--- src/rtl/sid_pkg.sv ---
// Shared constants and types for the SID host-bus interface and register file.
package sid_pkg;

    localparam int         NUM_WR_REGS  = 25;
    localparam logic [4:0] LAST_WR_ADDR = 5'(NUM_WR_REGS - 1);

    localparam logic [4:0] ADDR_POTX = 5'd25;
    localparam logic [4:0] ADDR_POTY = 5'd26;
    localparam logic [4:0] ADDR_OSC3 = 5'd27;
    localparam logic [4:0] ADDR_ENV3 = 5'd28;

    typedef enum logic [1:0] {
        WAIT_LOW,
        IDLE,
        ACTIVE,
        COMMIT
    } bus_state_t;

    // Bus fields captured during phi2-high, acted on one cycle after phi2 falls.
    typedef struct packed {
        logic [4:0] addr;
        logic [7:0] data;
        logic       cs_n;
        logic       rw;
    } bus_shadow_t;

    function automatic logic is_wr_addr(input logic [4:0] a);
        return a <= LAST_WR_ADDR;
    endfunction

endpackage

--- src/rtl/sid_sync.sv ---
// N-stage single-bit synchronizer for asynchronous host-bus control lines.
module sid_sync #(
    parameter int   STAGES  = 2,
    parameter logic RST_VAL = 1'b0
) (
    input  logic clk,
    input  logic rst,
    input  logic d,
    output logic q
);

    logic [STAGES-1:0] chain;

    // NOTE: sequential state uses non-blocking assignment so every stage samples its pre-edge neighbour.
    always_ff @(posedge clk) begin
        if (rst) begin
            chain <= {STAGES{RST_VAL}};
        end else begin
            chain <= {chain[STAGES-2:0], d};
        end
    end

    assign q = chain[STAGES-1];

endmodule

--- src/rtl/sid_bus_if.sv ---
// 6502-style host bus to clk-domain bridge: write strobes for regFile and
// read-back with a decaying open-bus latch.
module sid_bus_if
    import sid_pkg::*;
#(
    parameter int SYNC_STAGES  = 2,
    parameter int DECAY_CYCLES = 2000000,
    parameter int DECAY_W      = 24
) (
    input  logic       clk,
    input  logic       rst,
    input  logic       phi2,
    input  logic       cs_n,
    input  logic       rw,
    input  logic [4:0] addr,
    input  logic [7:0] d_in,
    output logic [7:0] d_out,
    output logic       d_oe,
    input  logic [7:0] potx,
    input  logic [7:0] poty,
    input  logic [7:0] osc3,
    input  logic [7:0] env3,
    output logic       w_en,
    output logic [4:0] w_addr,
    output logic [7:0] w_data
);

    localparam logic [DECAY_W-1:0] DECAY_LOAD = DECAY_W'(DECAY_CYCLES);
    localparam logic [DECAY_W-1:0] DECAY_LAST = DECAY_W'(1);

    logic phi2_s;
    logic cs_s;
    logic rw_s;

    sid_sync #(.STAGES(SYNC_STAGES), .RST_VAL(1'b0)) u_sync_phi2 (
        .clk (clk),
        .rst (rst),
        .d   (phi2),
        .q   (phi2_s)
    );

    sid_sync #(.STAGES(SYNC_STAGES), .RST_VAL(1'b1)) u_sync_cs (
        .clk (clk),
        .rst (rst),
        .d   (cs_n),
        .q   (cs_s)
    );

    sid_sync #(.STAGES(SYNC_STAGES), .RST_VAL(1'b1)) u_sync_rw (
        .clk (clk),
        .rst (rst),
        .d   (rw),
        .q   (rw_s)
    );

    // The phi2 chain resets low, so its output only reflects the real pin
    // once it has been refilled; WAIT_LOW must not trust it before then.
    logic [SYNC_STAGES-1:0] flush;
    logic                   sync_live;

    always_ff @(posedge clk) begin
        if (rst) begin
            flush <= '0;
        end else begin
            flush <= {flush[SYNC_STAGES-2:0], 1'b1};
        end
    end

    assign sync_live = flush[SYNC_STAGES-1];

    bus_state_t  state;
    bus_state_t  next_state;
    bus_shadow_t shadow;
    logic        shadow_load;
    logic        commit_wr;
    logic        commit_reg;

    always_ff @(posedge clk) begin
        if (rst) begin
            state <= WAIT_LOW;
        end else begin
            state <= next_state;
        end
    end

    // NOTE: every combinational output gets a default first, so no path can infer a latch.
    always_comb begin
        next_state = state;
        case (state)
            WAIT_LOW: if (sync_live && !phi2_s) next_state = IDLE;
            IDLE:     if (phi2_s)               next_state = ACTIVE;
            ACTIVE:   if (!phi2_s)              next_state = COMMIT;
            COMMIT:                             next_state = IDLE;
            default:                            next_state = WAIT_LOW;
        endcase
    end

    always_comb begin
        shadow_load = (state == ACTIVE);
        commit_wr   = (state == COMMIT) && !shadow.cs_n && !shadow.rw;
        commit_reg  = commit_wr && is_wr_addr(shadow.addr);
        d_oe        = (state == ACTIVE) && !cs_s && rw_s;
    end

    always_ff @(posedge clk) begin
        if (rst) begin
            shadow <= '{addr: 5'd0, data: 8'h00, cs_n: 1'b1, rw: 1'b1};
        end else if (shadow_load) begin
            shadow <= '{addr: addr, data: d_in, cs_n: cs_s, rw: rw_s};
        end
    end

    always_ff @(posedge clk) begin
        if (rst) begin
            w_en   <= 1'b0;
            w_addr <= 5'd0;
            w_data <= 8'h00;
        end else begin
            w_en <= commit_reg;
            if (commit_reg) begin
                w_addr <= shadow.addr;
                w_data <= shadow.data;
            end
        end
    end

    logic [7:0]         bus_latch;
    logic [DECAY_W-1:0] decay_cnt;

    // A write in the expiry cycle takes precedence over the clear.
    always_ff @(posedge clk) begin
        if (rst) begin
            bus_latch <= 8'h00;
            decay_cnt <= '0;
        end else if (commit_wr) begin
            bus_latch <= shadow.data;
            decay_cnt <= DECAY_LOAD;
        end else if (decay_cnt != '0) begin
            decay_cnt <= decay_cnt - DECAY_LAST;
            if (decay_cnt == DECAY_LAST) begin
                bus_latch <= 8'h00;
            end
        end
    end

    logic [7:0] rd_data;

    always_comb begin
        case (addr)
            ADDR_POTX: rd_data = potx;
            ADDR_POTY: rd_data = poty;
            ADDR_OSC3: rd_data = osc3;
            ADDR_ENV3: rd_data = env3;
            default:   rd_data = bus_latch;
        endcase
    end

    always_ff @(posedge clk) begin
        if (rst) begin
            d_out <= 8'h00;
        end else if (state == ACTIVE) begin
            d_out <= rd_data;
        end
    end

endmodule

--- config.mk ---
export PLATFORM = sky130hd
export DESIGN_NAME = sid_bus_if
export DESIGN_NICKNAME = d
export VERILOG_FILES = /design/src/rtl/sid_pkg.sv /design/src/rtl/sid_sync.sv /design/src/rtl/sid_bus_if.sv
export SDC_FILE = /design/constraint.sdc
export NUM_CORES = 1
export LEC_CHECK = 0
export CORE_AREA = 10 10 99 101
export DETAILED_ROUTE_END_ITERATION = 6
export DIE_AREA = 0 0 109 111
export MAX_ROUTING_LAYER = met4
export PLACE_DENSITY = 0.8
export SKIP_LAST_GASP = 1
export SLEW_MARGIN = 40
export SYNTH_ARGS = -nofsm -noshare
export SYNTH_HDL_FRONTEND = slang
export SYNTH_HIERARCHICAL = 1
export SYNTH_SLANG_ARGS = --single-unit
export TNS_END_PERCENT = 50
--- constraint.sdc ---
create_clock -name clk -period 1.99 [get_ports clk]
set_clock_uncertainty 0.1 [all_clocks]
set_input_delay 0.2985 -clock clk [delete_from_list [all_inputs] [get_ports clk]]
set_output_delay 0.2985 -clock clk [all_outputs]
set_load 0.01 [all_outputs]
Word level (Yosys, flattened, before mapping)
Cells that the tools add are included.
{"block": "classes", "n_addsub": 1, "n_lt_le_gt_ge": 1, "n_eq_ne": 11, "n_mux": 11, "n_reduce_logical": 17}
{"op": "21-bit two-way mux", "n": 2}
{"op": "8-bit one-hot mux with 4 select lines", "n": 1}
{"op": "24-bit by 1-bit == test with 1-bit output, second input constant", "n": 1}
{"op": "8-bit two-way mux", "n": 3}
{"op": "24-bit nonzero test", "n": 1}
{"op": "24-bit by 1-bit subtractor with 24-bit output, second input constant", "n": 1}
{"op": "5-bit == test, second input constant", "n": 4}
{"op": "2-bit one-hot mux with 4 select lines", "n": 1}
{"op": "1-bit logical AND", "n": 6}
{"op": "2-bit two-way mux", "n": 3}
{"op": "5-bit less-or-equal comparator, second input constant", "n": 1}
{"op": "2-bit == test, second input constant", "n": 2}
{"op": "1-bit zero test", "n": 4}
{"op": "2-bit inequality test, second input constant", "n": 2}
{"op": "2-bit nonzero test", "n": 2}
{"op": "3-bit AND reduction", "n": 1}
{"op": "2-bit by 1-bit == test with 1-bit output, second input constant", "n": 1}
{"op": "2-bit zero test", "n": 1}
{"op": "2-bit by 1-bit inequality test with 1-bit output, second input constant", "n": 1}
{"op": "2-bit AND reduction", "n": 1}
{"op": "2-bit OR reduction", "n": 1}
{"op": "1-bit two-way mux", "n": 1}
{"block": "totals", "ff_bits": 79, "inputBits": 50}

Depth between registers and ports, before layout
Gate-level depths: netlist of the first run.
{"block": "depth", "depth_word": 5, "mapped_depth": 7, "mapped_depth_nobuf": 7}

Modules after synthesis
Netlist of the first run, hierarchy kept.
{"mod": "sid_bus_if", "instances": 1, "cells_per_inst": 363, "area_each_um2": 3364.5, "seq_area_each_um2": 1461.4}
{"mod": "sid_sync", "instances": 3, "cells_per_inst": 4, "area_each_um2": 52.6, "seq_area_each_um2": 40.0}

Worst setup path before layout of the first run
OpenSTA, ideal clock, no wires.
{"block": "synth_timing", "path_kind": "flip-flop to flip-flop", "start": "register decay_cnt[7]", "end": "register decay_cnt[14]", "arrival_time_ps": 1758, "required_ps": 1819, "setup_slack_ps": 62, "stages_incl_launch_ff": 6, "synth_period_minus_slack_ps": 1928, "path_cell_list": "dfxtp_1 -> nor4_4 -> nand3_4 -> or4_4 -> or3_1 -> a21oi_1"}
{"block": "synth_between", "elab_chain_cells": 1, "elab_cells_between_ends": 2, "cone_classes": "1 x add/sub; 1 x reduce/logical"}
{"item": "start, declared", "line": "sid_bus_if.sv:128", "text": "logic [DECAY_W-1:0] decay_cnt;"}
{"item": "start signal, assigned", "line": "sid_bus_if.sv:139", "text": "decay_cnt <= decay_cnt - DECAY_LAST;"}
{"item": "24-bit by 1-bit subtractor with 24-bit output or 24-bit nonzero test (tied branches)", "line": "sid_bus_if.sv:139, sid_bus_if.sv:138"}
Parallel ways exist; a longest one is shown, timed or not.
A chain may end at the register's enable or synchronous reset.

Worst setup path after layout of the first run
{"block": "layout_timing", "start": "register decay_cnt[9]", "end": "register decay_cnt[14]"}
The elaborated chain is that of the path after synthesis.

==> metrics.yaml, run 1 <==
outcome: "complete, but fails checks"
failed_checks: "negative setup slack"
cap_violations: 0
total_power_mw: 6.05
pwr-share-clk: 0.230
startpoint_type: "register"
timing.setup.tns_ns: -0.0148
clk-insertion-delay-late_ns: 0.37
path_max_fanout: 5
num_vias: 3158
worst_hold_path_type: "input port to register"
drt_pre_antenna_iters: 5
rsz0062_at_grt: "true"
finalCriticalPeriod_ns: 2.00
stdcell_count: 586
die-area_mm2: 0.0121
finalMaxSlewViolations: 0
wl_met3_um: 552
die-height_um: 111
synth-seq-cells: 79
port_buffers: 72
drt-total-wl_um: 9090
clock_path_buffers: 2
hold_violations: 0
hold_buffers: 0
setup_viol: 1
cp.depth: 5
core_mm2: 0.00797
reg2regPathDepth: 5
antenna_left: 0
dr_wl_met2_um: 4450
ys_top_cells_by_area: "dfxtp_1, mux2i_1, nor2_1, nand2b_1, a221o_1"
cts_buffers: 9
grt_pass1_wl_um: 15200
synth_cells: 375
via_per_inst: 5.39
fin_ws_ns: -0.0148
vdd_ir_drop_max_v: 0.000752
relSlewSlack: 0.487
path_clk_slew_ns: 0.08
antenna_found_initial: 0
avgSynthCellArea_um2: 9.39
synth-seq-area-share: 0.449
cp_slowest_stage_delay_ns: 0.45
htree_levels: 3
grt_max_degree: 59
die_x_um: 109
syn-num-nets: 432
combPwrFrac: 0.427
grt_pass1_vias: 3304
grt_usage: 0.158
grt_overflow: 0
drt-met1-wl_um: 3950
synth_edf_count: 0
cts_root_buf: "clkbuf_8"
critPathKind: "register to register"
pin_count: 73
synth_top_area_cell: "dfxtp_1"
hpwl_um: 6810
crit_path_end_kind: "register"
synth_commonest_cells: "dfxtp_1, nor2_1, mux2i_1, nand2b_1, a21oi_1"
tightest_slew_ns: 0.759
ys_warn_count: 6
syn_to_final_growth_pct: 38.7
place_congestion: 0.901
power_density_mw_per_mm2: 1240
async_flop_share: 0
fp-row-count: 33
critPathTopFamily: "simple AND/OR/NAND/NOR gates"
p_sw_mw: 2.16
antenna_cells: 0
cts_tree: "yes"
clkSinkCount: 79
critPathArrivalTime_ns: 2.20
wire_per_inst_um: 15.5
highest_layer: "met4"
leakage_nw: 1.87
min_path_cells: 2
netlist_area_mm2: 0.00352
synth_top_area_frac: 0.449
drive_above_1_share: 0.164
layout.nets: 533
initial_core_util: 0.442
dp.cells: 567
crit_required_ns: 2.19
synthFlopType: "dfxtp_1"
critPathBufInv: 0
seqPwrFrac: 0.343
path_cells: "nor4_4, nand3_4, or4_4, or3_4, a21oi_2"
ys_types: 49
fin_crit_sh: 1.01
place_area_mm2: 0.00456
fin_area_mm2: 0.00489
internal_power_mw: 3.88
synthMostInstantiatedCell: "dfxtp_1"
drc: 0
pre_cts_ws_ns: -0.167
crit_slowest_cell: "or4_4"
drt_iter0_drc: 91
fmax_ghz: 0.499
p_sw_frac: 0.358
cells by family (layout without fill, tap and decap cells):
| family | count (synthesis) | count (layout) | synth area share |
|---|---|---|---|
| AO/OA/AOI/OAI | 84 | 84 | 0.174 |
| buffers and inverters | 26 | 132 | 0.0281 |
| XOR/XNOR | 7 | 7 | 0.0174 |
| flip-flops | 79 | 79 | 0.449 |
| multiplexers | 28 | 28 | 0.0799 |
| AND/OR/NAND/NOR | 144 | 144 | 0.227 |
| adder cells (fa/ha/maj) | 7 | 7 | 0.0249 |
path summary, 6_finish.rpt:
kind                                       from                             to  slack [ns]
hold / removal                              rst               flush[0]$_DFF_P_        0.14
setup / recovery      decay_cnt[9]$_SDFFE_PP0P_     decay_cnt[14]$_SDFFE_PP0P_       -0.01
setup reg to reg      decay_cnt[9]$_SDFFE_PP0P_     decay_cnt[14]$_SDFFE_PP0P_       -0.01
hold reg to reg   u_sync_rw/chain[0]$_SDFF_PP1_  u_sync_rw/chain[1]$_SDFF_PP1_        0.31
layout make-up:
type | instances | area, µm²
clock buffer | 9 | 124
clock inverter | 7 | 108
fill | 634 | 3080
inverter | 7 | 26.3
multi-input combinational | 270 | 1900
sequential | 79 | 1590
tap | 105 | 131
timing repair buffer | 109 | 1000
cells in the final DEF (no fill, tap or decap), drive strengths merged, types with 2 or more instances in the layout:
cell type,count
nand3,3
o211ai,10
nand4b,2
nand2b,27
nor3,4
bufinv,2
inv,10
o41ai,3
dfxtp,79
nor2b,5
a22oi,8
buf,38
a21oi,21
mux2i,27
o311ai,2
or3,11
o21ai,10
a31oi,5
nor3b,2
clkbuf,9
nor4,5
xnor2,2
a221o,16
ha,7
nand2,13
nand4,2
nor2,54
or4,5
xor2,5
or2,6
clkdlybuf4s50,70
o31ai,6
state kept, by name, summed over array words and instances, names as in the netlist:
signal             count
bus_latch              8
d_out                  8
decay_cnt             24
flush                  2
shadow                15
state                  2
u_sync_cs/chain        2
u_sync_phi2/chain      2
u_sync_rw/chain        2
w_addr                 5
w_data                 8
w_en                   1
per-layer routing:
metal,vias up,global-route usage
met2,96,0.253
met4,0,0.0633
li1,1566,-
met1,1482,0.178
met5,-,-
met3,14,0.0500
repair_timing:
item | 4_1_cts | 5_1_grt
resized for setup | 1 | 17
pin swaps | 0 | 5
buffers inserted | 0 | 3
endpoints found under the setup margin | 3 | 29
power groups by stage:
| stage | sequential (mW) | combinational (mW) | clock (mW) |
|---|---|---|---|
| 2_1_floorplan | 2.05 | 1.51 | 0 |
| 3_3_place_gp | 2.06 | 2.30 | 0 |
| 3_5_place_dp | 2.08 | 2.40 | 0 |
| 4_1_cts | 2.04 | 2.42 | 1.41 |
| 5_1_grt | 2.11 | 2.85 | 1.47 |
| 6_report | 2.07 | 2.59 | 1.39 |
through the flow:
| stage | utilization | hold WS [ns] |
|---|---|---|
| after floorplan | - | 0.270 |
| after global placement | 0.573 | 0.290 |
| after detailed placement | 0.573 | 0.288 |
| after CTS | 0.602 | 0.123 |
| after global routing | 0.613 | 0.134 |
| final | 0.613 | 0.140 |
Power figures use the tool's default switching activity.
==> run 2: changes to the inputs <==
--- a/config.mk
+++ b/config.mk
@@ -8,7 +8,6 @@
 export CORE_AREA = 10 10 99 101
 export DETAILED_ROUTE_END_ITERATION = 6
 export DIE_AREA = 0 0 109 111
-export MAX_ROUTING_LAYER = met4
 export PLACE_DENSITY = 0.8
 export SKIP_LAST_GASP = 1
 export SLEW_MARGIN = 40
==> run 2 against run 1 <==
Compared with the run above:
- the run still ends with negative setup slack left
- cell count did not move
- sequential share of layout area did not move
- register-to-register slack barely moved
- count of clock-buffer cells in the layout did not move
- total power barely moved
- setup slack got worse by 0.00074 ns
- maximum frequency barely moved
- non-clock buffer count did not move
- clock power barely moved
==> metrics.yaml, run 2 (same netlist as run 1, synthesis figures left out) <==
drive_above_1_share: 0.164  # unchanged
worst_hold_path_type: "input port to register"
stdcell_count: 586  # unchanged
clk-insertion-delay-late_ns: 0.37  # about the same
multi_input_area_mm2: 0.00190  # unchanged
tightest_slew_ns: 0.723  # -0.0367 ns
final-seq-area_mm2: 0.00159  # unchanged
antenna_left: 0  # unchanged
htree_levels: 3  # unchanged
die_x_um: 109  # unchanged
grt_overflow: 0  # unchanged
path_clk_slew_ns: 0.08  # about the same
grt_usage: 0.153  # -0.00453
clock_path_buffers: 2  # unchanged
leakage_nw: 1.87  # unchanged
rsz0062_at_grt: "true"
largest_reg_flops: 24  # unchanged
grt_max_degree: 59  # unchanged
path_max_fanout: 5  # unchanged
relSlewSlack: 0.512  # +0.0248
drt-total-wl_um: 9100  # +0.14%
num_vias: 3137  # -0.66%
die-area_mm2: 0.0121  # unchanged
final_common_cell: "dfxtp_1"
fmax_ghz: 0.499  # about the same
dp.cells: 567  # unchanged
timing.setup.tns_ns: -0.0155  # -0.000741 ns
initial_core_util: 0.442  # unchanged
antenna_cells: 0  # unchanged
cp_slowest_stage_delay_ns: 0.45  # about the same
failed_checks: "negative setup slack"
finalMaxSlewViolations: 0  # unchanged
holdWs_ns: 0.136  # -0.00352 ns
core_mm2: 0.00797  # unchanged
critPathBufInv: 0  # unchanged
layout.nets: 533  # unchanged
hpwl_um: 6810  # unchanged
drt_iter0_drc: 103  # +13%
cts_root_buf: "clkbuf_8"
crit_path_end_kind: "register"
reg_top3: "decay_cnt x24, shadow x15"
n_fill_cell: 634  # unchanged
critPathTopFamily: "simple AND/OR/NAND/NOR gates"
cts_tree: "yes"
crit_slowest_cell: "or4_4"
startpoint_type: "register"
wire_per_inst_um: 15.5  # +0.14%
grt_pass1_vias: 3296  # -0.24%
fp-row-count: 33  # unchanged
critPathArrivalTime_ns: 2.21  # about the same
vdd_ir_drop_max_v: 0.000758  # +0.85%
setup_viol: 1  # unchanged
cts_buffers: 9  # unchanged
antenna_found_initial: 0  # unchanged
hold_violations: 0  # unchanged
clkSinkCount: 79  # unchanged
syn_to_final_growth_pct: 38.7  # unchanged
fin_crit_sh: 1.01  # about the same
cap_violations: 0  # unchanged
power_density_mw_per_mm2: 1240  # about the same
port_buffers: 72  # unchanged
critPathKind: "register to register"
drt_pre_antenna_iters: 4  # -1
drc: 0  # unchanged
place_congestion: 0.886  # -1.6%
crit_required_ns: 2.19  # about the same
regMostFlops: "decay_cnt"
hold_buffers: 0  # unchanged
path_cells: "nor4_4, nand3_4, or4_4, or3_4, a21oi_2"
fin_ws_ns: -0.0155  # -0.000741 ns
outcome: "complete, but fails checks"
final_cell_mix: "dfxtp_1, clkdlybuf4s50_1, nor2_1"
finalCriticalPeriod_ns: 2.01  # +0.000741 ns
pin_count: 73  # unchanged
via_per_inst: 5.35  # -0.66%
grt_pass1_wl_um: 15200  # about the same
die-height_um: 111  # unchanged
==> run 2: power by group <==
part / leakage (nW) / total (mW) / switching (mW) / internal (mW)
logic: 1.11 / 2.59 / 1.28 / 1.31
clock network: 0.114 / 1.39 / 0.661 / 0.732
registers: 0.644 / 2.07 / 0.230 / 1.84
==> run 2: final timing paths <==
| check | start | slack (ns) | to | depth (start not counted) |
|---|---|---|---|---|
| worst min register to register | u_sync_rw/chain[0]$_SDFF_PP1_ | 0.31 | u_sync_rw/chain[1]$_SDFF_PP1_ | 1 |
| worst max-delay path | decay_cnt[9]$_SDFFE_PP0P_ | -0.02 | decay_cnt[14]$_SDFFE_PP0P_ | 5 |
| worst max register to register | decay_cnt[9]$_SDFFE_PP0P_ | -0.02 | decay_cnt[14]$_SDFFE_PP0P_ | 5 |
| worst min-delay path | rst | 0.14 | flush[0]$_DFF_P_ | 2 |
==> run 2: area by class of cell <==
cell class | instances | share of cell area
multi-input combinational | 270 | 0.390
sequential | 79 | 0.325
timing repair buffer | 109 | 0.206
tap | 105 | 0.0269
clock buffer | 9 | 0.0254
clock inverter | 7 | 0.0220
inverter | 7 | 0.00538
==> run 2: stage by stage <==
stage | instance area [µm²] | utilization | setup WS [ns] | power, mW
detailed placement | 4560 | 0.573 | -0.167 | 4.48
global route | 4890 | 0.613 | -0.126 | 6.43
CTS | 4790 | 0.602 | -0.0196 | 5.88
global placement | 4560 | 0.573 | -0.140 | 4.36
floorplan | 3520 | - | 0.0617 | 3.56
finish | 4890 | 0.613 | -0.0155 | 6.05
==> run 2: timing repair <==
action,in CTS,in global routing
setup buffers,0,3
resized for setup,1,17
hold endpoints to repair,0,0
pin swaps,0,5
setup endpoints to repair,3,29
==> run 2: layer usage <==
| metal | vias up | global-route usage | routed length [µm] |
|---|---|---|---|
| met2 | 85 | 0.252 | 4450 |
| met1 | 1467 | 0.166 | 3780 |
| met4 | 0 | 0.0712 | 187 |
| met5 | - | 0 | 0 |
| li1 | 1567 | - | - |
| met3 | 18 | 0.0645 | 682 |
